### src/rtl/bram_feature_loader.sv
// Streams 128-bit feature words into 16 interleaved BRAM banks (word n -> bank n%16, address n/16).
// Optional build define LOADER_BYTE_SWAP_EN byte-reverses every word on the write port.
module bram_feature_loader #(
  parameter int NUM_BANK = 16,
  parameter int AW       = 9,
  parameter int DW       = 128
) (
  input  logic                clk,
  input  logic                rstn,
  input  logic                iStart,
  input  logic [13:0]         iLen,
  input  logic                iValid,
  output logic                oReady,
  input  logic [DW-1:0]       iData,
  output logic [NUM_BANK-1:0] oEna,
  output logic [AW-1:0]       oAddra,
  output logic [NUM_BANK-1:0] oWea,
  output logic [DW-1:0]       oDia,
  output logic                oBusy,
  output logic                oDone
);

  localparam int BW = $clog2(NUM_BANK);
  localparam int LW = 14;
  localparam logic [LW-1:0] MAX_LEN = LW'(NUM_BANK * (2 ** AW));

  typedef enum logic [1:0] {IDLE, LOAD, DONE} state_e;

  state_e              state_q, state_d;
  logic [LW-1:0]       remaining_q, remaining_d;
  logic [BW-1:0]       bank_q, bank_d;
  logic [AW-1:0]       addr_q, addr_d;
  logic [NUM_BANK-1:0] ena_q, ena_d;
  logic [AW-1:0]       addra_q, addra_d;
  logic [DW-1:0]       dia_q, dia_d;
  logic                ready_q, ready_d;
  logic                done_q, done_d;

  function automatic logic [DW-1:0] formatWord(input logic [DW-1:0] w);
    logic [DW-1:0] r;
`ifdef LOADER_BYTE_SWAP_EN
    for (int i = 0; i < DW / 8; i++) begin
      r[8*i +: 8] = w[DW-8-8*i +: 8];
    end
`else
    r = w;
`endif
    return r;
  endfunction

  // Write strobes, ready and done are all registered so they line up with the
  // state that produced them: the final strobe shares its cycle with oDone.
  always_comb begin
    state_d     = state_q;
    remaining_d = remaining_q;
    bank_d      = bank_q;
    addr_d      = addr_q;
    ena_d       = '0;
    addra_d     = addra_q;
    dia_d       = dia_q;
    case (state_q)
      IDLE: begin
        if (iStart) begin
          remaining_d = (iLen > MAX_LEN) ? MAX_LEN : iLen;
          bank_d      = '0;
          addr_d      = '0;
          state_d     = (iLen == '0) ? DONE : LOAD;
        end
      end
      LOAD: begin
        if (iValid) begin
          ena_d       = {{(NUM_BANK-1){1'b0}}, 1'b1} << bank_q;
          addra_d     = addr_q;
          dia_d       = formatWord(iData);
          bank_d      = bank_q + BW'(1);
          if (bank_q == '1) begin
            addr_d = addr_q + AW'(1);
          end
          remaining_d = remaining_q - LW'(1);
          if (remaining_q == LW'(1)) begin
            state_d = DONE;
          end
        end
      end
      DONE:    state_d = IDLE;
      default: state_d = IDLE;
    endcase
    ready_d = (state_d == LOAD);
    done_d  = (state_d == DONE);
  end

  always_ff @(posedge clk or negedge rstn) begin
    if (!rstn) begin
      state_q     <= IDLE;
      remaining_q <= '0;
      bank_q      <= '0;
      addr_q      <= '0;
      ena_q       <= '0;
      addra_q     <= '0;
      dia_q       <= '0;
      ready_q     <= 1'b0;
      done_q      <= 1'b0;
    end else begin
      state_q     <= state_d;
      remaining_q <= remaining_d;
      bank_q      <= bank_d;
      addr_q      <= addr_d;
      ena_q       <= ena_d;
      addra_q     <= addra_d;
      dia_q       <= dia_d;
      ready_q     <= ready_d;
      done_q      <= done_d;
    end
  end

  assign oReady = ready_q;
  assign oBusy  = ready_q;
  assign oDone  = done_q;
  assign oEna   = ena_q;
  assign oWea   = ena_q;
  assign oAddra = addra_q;
  assign oDia   = dia_q;

endmodule

### config.mk
export PLATFORM = sky130hd
export DESIGN_NAME = bram_feature_loader
export DESIGN_NICKNAME = d
export VERILOG_FILES = /design/src/rtl/bram_feature_loader.sv
export SDC_FILE = /design/constraint.sdc
export NUM_CORES = 1
export LEC_CHECK = 0
export BUFFER_PORTS_ARGS = -buffer_cell sky130_fd_sc_hd__buf_2
export CORE_ASPECT_RATIO = 1.75
export CORE_MARGIN = 5
export CORE_UTILIZATION = 23
export CTS_CLUSTER_DIAMETER = 40
export DETAILED_ROUTE_END_ITERATION = 16
export REMOVE_ABC_BUFFERS = 1
export SYNTH_ARGS = -nofsm -noshare
export SYNTH_HDL_FRONTEND = slang
export SYNTH_SLANG_ARGS = --single-unit
### constraint.sdc
create_clock -name clk -period 2.65 [get_ports clk]
set_clock_uncertainty 0.05 [all_clocks]
set_input_delay 0.53 -clock clk [delete_from_list [all_inputs] [get_ports clk]]
set_output_delay 0.53 -clock clk [all_outputs]
set_load 0.1 [all_outputs]
Word level (Yosys, flattened, before mapping). Cells that the tools add are included.

$lt $le $gt $ge: 1. Shifts and indexed selects: 1. Equal/unequal tests: 8. Add/subtract/negate cells: 3. Reduce and logical (&&, ||, !) cells: 6. Mux-type cells: 18.

Operator list (number): $mux W14 (3); $mux W16 (2); $pmux W14 S2 (1); $mux W9 (3); $pmux W9 S2 (1); $shl A1 B4 Y16 const A (1); $eq A14 B1 Y1 const B (1); $gt A14 B14 Y1 const B (1); $logic_not A14 Y1 (1); $sub A14 B1 Y14 const B (1); $add A9 B1 Y9 const B (1); $mux W2 (4); $mux W4 (2); $pmux W4 S2 (1); $ne A2 B2 Y1 const B (3); $add A4 B1 Y4 const B (1); $eq A2 B1 Y1 const B (2); $eq A4 B4 Y1 const B (1); $pmux W2 S2 (1); $reduce_and A4 Y1 (1); $reduce_and A3 Y1 (1); $eq A2 B2 Y1 const B (1); $logic_not A2 Y1 (1); $reduce_and A2 Y1 (1); $reduce_bool A2 Y1 (1).

Output and inout port bits: 172. Input bits: 146. Word-level logic and storage cells: 46. Register bits after elaboration: 184.

Depth between registers and ports, before layout. Gate-level depths: netlist of run 1.

Word-level depth: 5. Depth in mapped cells: 6. Mapped depth without buffers: 6.

Worst setup path after synthesis of run 1. Ideal clock, no wire load.

Path type: register to output. From: register ready_q, in the netlist oBusy. To: output oReady. Data arrival time: 1.324 ns. Stages on the path, launching flop included: 2. Buffers on the path: 1. Slack: 0.746 ns. Data required time: 2.070 ns. Cell sequence: dfrtp_1 -> buf_4.

RTL lines: from (decl) (RTL line 36) `logic ready_q, ready_d;`; from (signal assigned) (RTL line 111) `ready_q <= ready_d;`; to (decl) (RTL line 13) `output logic oReady,`.

No word-level cell between the ends.

Worst setup path after layout of run 1.
From: register state_q[1]. To: register dia_q[121], in the netlist oDia[121].

Cells in the longest elaborated chain, start to end: 2.

RTL lines: from (decl) (RTL line 29) `state_e state_q, state_d;`; from (signal assigned) (RTL line 104) `state_q <= state_d;`; $eq A2 B1 Y1 (RTL line 61) `case (state_q)`; $reduce_and A2 Y1 (no source line); to (signal assigned) (RTL line 110) `dia_q <= dia_d;`; to (decl) (RTL line 35) `logic [DW-1:0] dia_q, dia_d;`.

No other way between the ends. A chain may end at the register's enable or synchronous reset.

==> results of run 1 <==
## placed cells by master, fill, tap and decap left out, types with 4 or more instances in the layout
cell type,n
nand2_1,425
buf_2,316
and3_1,13
ha_1,9
nand3_1,10
nor2_1,14
o21ai_0,8
dfrtp_1,184
nand2b_1,7
nor3_1,11
buf_12,4
nor4_1,4
nor2b_1,4
and2_1,10
clkbuf_16,17
inv_1,9
a221o_1,11
buf_4,12
mux2i_1,6
## kinds of logic after synthesis
kind of cell | synth area share
xor+xnor | 0.00342
flops | 0.599
mux | 0.00781
simple gates | 0.281
buf+inv | 0.0468
compound gates | 0.0480
fa+ha+maj | 0.0146
## synthesized netlist by cell type, types with 2 or more instances
master and number:
o21a_1 2, nor3_1 11, mux2i_1 6, clkbuf_2 2
buf_4 18, ha_1 9, o2bb2ai_1 2, xnor2_1 3
o21ai_0 8, inv_1 9, or4_1 2, and2_1 10
clkbuf_1 16, nand4_1 3, nand3_1 10, a21oi_1 2
nor2_1 14, a211oi_2 2, nor4_1 4, buf_2 22
nor3b_1 2, nand2_1 425, nor2b_1 4, a221o_1 11
a21o_1 3, o32ai_1 2, dfrtp_1 184, nand2b_1 7
and3_1 13, a31oi_1 2
## power by group through the flow
stage / clock, mW / sequential, mW / combinational [mW]
4_1_cts: 2.67 / 3.87 / 6.02
6_report: 2.55 / 3.86 / 5.97
2_1_floorplan: 0 / 7.53 / 1.11
3_3_place_gp: 0 / 3.90 / 5.98
5_1_grt: 2.76 / 3.95 / 6.24
3_5_place_dp: 0 / 3.92 / 6.01
## metrics by stage
| step | setup WS (ns) | cell area, sq um | std cells |
|---|---|---|---|
| floorplan | -1.09 | 7370 | 771 |
| detailed placement | 0.545 | 9640 | 1509 |
| global route | 0.609 | 10200 | 1540 |
| finish | 0.760 | 10200 | 1540 |
| global placement | 0.583 | 9640 | 1509 |
| CTS | 0.720 | 10200 | 1540 |
## cell type report
cell class | count | area [sq um] | area share
clock buffer | 21 | 460 | 0.0450
clock inverter | 10 | 119 | 0.0116
inverter | 9 | 33.8 | 0.00331
multi-input combinational | 578 | 2730 | 0.267
sequential | 184 | 4600 | 0.450
tap | 405 | 507 | 0.0496
timing repair buffer | 333 | 1770 | 0.173
## per-layer routing
metal	global-route usage	up-vias	routed length, um
li1	-	3213	-
met1	0.137	3060	8980
met2	0.218	180	12500
met3	0.0212	41	886
met4	0.0600	0	817
met5	0	-	0
## sequential cells by signal, indices dropped and copies added, names as in the netlist
| register | cells |
|---|---|
| oAddra | 9 |
| state_q | 2 |
| oDia | 128 |
| bank_q | 4 |
| addr_q | 9 |
| remaining_q | 14 |
| oEna | 16 |
| oDone | 1 |
| oBusy | 1 |
## final timing paths
check	to	slack [ns]	depth (start not counted)
max	oDia[121]$_DFFE_PN0P_	0.76	4
min	oDia[52]$_DFFE_PN0P_	0.009	1
max reg2reg	oDia[121]$_DFFE_PN0P_	0.76	4
min reg2reg	oDia[34]$_DFFE_PN0P_	0.42	2
max in group asynchronous	oAddra[6]$_DFFE_PN0P_	1.89	2
min in group clk	oDia[122]$_DFFE_PN0P_	0.22	3
## critical path, cell delays in order, from the launching register on
cell,delay (ns)
dfrtp_1,0.53
and3b_4,0.53
buf_4,0.46
nand2_1,0.13
nand2_1,0.09
==> flow_summary.ini, run 1 <==
[run_status]
status = complete, no violations

[floorplan]
start_util = 0.233
core-area_sq_um = 33000
dieArea_sq_um = 37300
io_pins = 318
die_x_um = 148
rows = 88
die_y_um = 252

[min_path]
min_path_type = input pin to async pin

[placed_design]
port_buffers = 317
dp_hpwl_mm = 17.5
gp_congestion = 0.798

[synthesis]
seq_area_frac_synth = 0.599
syn_avg_cell_area_sq_um = 9.27
synth.area.top_cells = dfrtp_1, nand2_1, buf_4
synth_top_cell_by_area = dfrtp_1
ys_types = 52
synth.ff_latch_count = 184
syn_inst = 830
syn_area_sq_um = 7690
ys.flop_type = dfrtp_1
synth_top_cell_area_share = 0.599
ys_async_sr_fraction = 1.00
ys.warnings.count = 0
synth_edf_count = 0

[timing]
fin_tns_setup_ns = 0
tightest_slew_ns = 0.645
holdWs_ns = 0.00860
finalHoldViolCount = 0
period_minus_slack_ns = 1.89
rsz0062_at_grt = no
max_freq_mhz = 529
timing.final.crit_share = 0.713
setup_viol = 0
drv_slew = 0
slew_headroom = 0.568

[pwr]
pwr-share-comb = 0.482
switching_share = 0.529
internal_power_mw = 5.83
power_mw = 12.4
pwr_density_cell_nw_per_um2 = 1210
switchingPower_mw = 6.55
seqPwrFrac = 0.312
clockPowerShare = 0.206
leakage_nw = 5.78
ir_worst_vdd_mv = 0.467

[detailed_routing]
first_pass_iters = 4
num_vias = 6494
wl_per_cell_um = 15.1
drc_errors = 0
drt_iter0_drc = 337
ant_nets = 0
drt-vias-per-instance = 4.22
wl_mm = 23.2

[global_route]
grt_first_pass_wirelength_mm = 35.5
grt_pass1_vias = 6509
overflow = 0
grt_util_all_layers = 0.121
antenna_found_initial = 0
grt_max_degree = 60

[worst_setup_path]
worst-path-max-fanout = 46
start_kind = flop
r2r_start = state_q[1]$_DFF_PN0_
startpoint = state_q[1]$_DFF_PN0_
end_kind = flop
worstPathRequired_ns = 2.98
arrival_ns = 2.22
crit_type = flop to flop

[cts]
cts-htree-levels = 4
cts_resized = 0
cts_buffers = 17
cts.hold.buffers_added = 0
clkTransAtPathRegs_ns = 0.07
postCtsSetupBuffers = 0
cts_tree = done
root_buffer = clkbuf_16
clock_latency_ns = 0.44
clkSinkCount = 184
cts_buffer_depth = 2

[layout]
utilization = 0.309
fillerInstances = 3493
syn_to_final_growth_pct = 32.9
antenna_cells = 0
final_nets = 1278
final_layout_size_suffix_gt1_frac = 0.329

[job]
maxCapViolCount = 0
(Power assumes the default switching activity.)
==> inputs of run 2 (changes only) <==
Settings changed: ABC_AREA set to 1.
Clock period 2.65 ns to 1.9 ns, I/O delays scaled along.
==> run 2 against run 1 <==
  * Non-clock buffer count up 3
  * Register-to-register slack worse by 0.52 ns
  * Setup slack worse by 0.62 ns
  * Synthesized cell count up 10%
  * Sequential share of layout area down 0.71 points
  * Clock-buffer cell count down 4
  * Global-route usage up 0.38 points
  * Via count up 5.4%
  * Final area up 1.6%
  * Highest routed layer unchanged
==> flow_summary.ini, run 2 <==
[worst_setup_path]
worstPathRequired_ns = 1.47
arrival_ns = 1.33
worst_r2r_path_depth = 6
slowest_stage = buf_2
cp.depth = 1
cp_cell_sequence = buf_2
cp.buffers_inverters = 1
cp_top_family = buffers and inverters
start_kind = flop
max_stage_delay_ns = 0.46
crit_type = flop to primary output
worst-path-max-fanout = 2
end_kind = primary output

[placed_design]
port_buffers = 317
place_area_sq_um = 9780
gp_congestion = 0.802
dp.cells = 1651
dp_hpwl_mm = 18.2

[synthesis]
synth_top_cell_by_area = dfrtp_1
syn_inst = 915
synthTopCellsByCount = nand2_1, dfrtp_1, nor2_1, nand3_1, inv_1
synth_edf_count = 0
synth.area.top_cells = dfrtp_1, nand2_1, buf_4
ys_async_sr_fraction = 1.00
seq_area_frac_synth = 0.595
synth.ff_latch_count = 184
ys_types = 29
synth_top_cell_area_share = 0.595
syn_area_sq_um = 7730
ys.flop_type = dfrtp_1
ys.warnings.count = 0
synth.most_common_cell = nand2_1
syn_avg_cell_area_sq_um = 8.45

[global_route]
grt_first_pass_wirelength_mm = 36.5
grt_util_all_layers = 0.125
grt_max_degree = 53
grt_pass1_vias = 6849
antenna_found_initial = 0
overflow = 0

[cts]
clkTransAtPathRegs_ns = 0.08
cts_buffer_depth = 2
cts_tree = done
root_buffer = clkbuf_16
cts_buffers = 17
clkSinkCount = 184
clock_latency_ns = 0.45
cts-htree-levels = 4
cts_resized = 0

[floorplan]
die_y_um = 253
die_x_um = 149
io_pins = 318
dieArea_sq_um = 37500
core-area_sq_um = 33500
rows = 89
start_util = 0.231

[detailed_routing]
wl_per_cell_um = 14.2
ant_nets = 0
first_pass_iters = 4
drc_errors = 0
num_vias = 6845
drt-vias-per-instance = 4.06
drt_iter0_drc = 295
wl_mm = 23.9

[timing]
max_freq_mhz = 568
slew_headroom = 0.628
fin_tns_setup_ns = 0
drv_slew = 0
finalHoldViolCount = 0
period_minus_slack_ns = 1.76
tightest_slew_ns = 0.558
rsz0062_at_grt = no
setup_viol = 0
timing.final.crit_share = 0.927

[layout]
fin_area_sq_um = 10400
final_cell_mix = nand2_1, buf_2, dfrtp_1
utilization = 0.310
fillerInstances = 3593
final_nets = 1371
largest_reg_flops = 128
final_layout_size_suffix_gt1_frac = 0.308
final_common_cell = nand2_1
syn_to_final_growth_pct = 34.3
fin_cells = 1685

[job]
maxCapViolCount = 0

[min_path]
min_path_type = input pin to flop
holdPathStages = 3

[run_status]
status = complete, no violations
## run 2: changes by cell type after synthesis, moves of 11 or more
cell and change:
nand2_1 +63, nor2_1 +36, nand3_1 +27, inv_1 +25
and3_1 -12, a221o_1 -11
## run 2: timing repair
action | in CTS | in global routing
hold endpoints to repair | 31 | 0
buffers inserted | 0 | 0
hold buffers | 1 | 0
## run 2: path summary, 6_finish.rpt
kind / slack (ns) / start / to
min in group asynchronous: 0.39 / rstn / oDia[111]$_DFFE_PN0P_
max in group asynchronous: 0.77 / rstn / oDia[70]$_DFFE_PN0P_
hold reg to reg: 0.42 / oAddra[1]$_DFFE_PN0P_ / oAddra[1]$_DFFE_PN0P_
setup / recovery: 0.14 / oEna[3]$_DFF_PN0_ / oWea[3]
hold / removal: 0.07 / iData[123] / oDia[123]$_DFFE_PN0P_
setup reg to reg: 0.24 / state_q[1]$_DFF_PN0_ / addr_q[7]$_DFFE_PN0P_
## run 2: final cells by class
class	instances	area (sq um)	area share
Antenna cell	1	2.50	0.000241
Clock buffer	17	425	0.0410
Clock inverter	15	164	0.0158
Inverter	37	141	0.0136
Multi-Input combinational cell	640	2680	0.258
Sequential cell	184	4600	0.443
Tap cell	455	569	0.0548
Timing Repair Buffer	336	1800	0.173
## run 2: metal layers
layer | part of all wire | track usage | wire [um] | vias up
met1 | 0.37 | 0.130 | 8770 | 3208
met4 | 0.037 | 0.0576 | 881 | 0
met2 | 0.55 | 0.233 | 13100 | 204
met3 | 0.050 | 0.0314 | 1200 | 41
met5 | 0 | 0 | 0 | -
li1 | - | - | - | 3392
## run 2: cell families after synthesis
logic type      after synthesis  share of synthesized area
simple gates                590                      0.297
flops                       184                      0.595
buf+inv                      91                     0.0592
compound gates               35                     0.0267
fa+ha+maj                     9                     0.0146
xor+xnor                      6                    0.00679
## run 2: stage by stage
stage / hold WS [ns] / setup WS [ns]
5_1_grt: 0.0524 / 0.0919
6_report: 0.0749 / 0.138
2_1_floorplan: 0.0344 / -2.14
4_1_cts: 0.0363 / 0.0907
3_3_place_gp: 0.285 / 0.307
3_5_place_dp: 0.287 / 0.267
Power of run 2 is left out: the tool's default activity adds up to more than one toggle a clock period on the data nets, which glitch-free logic cannot reach.
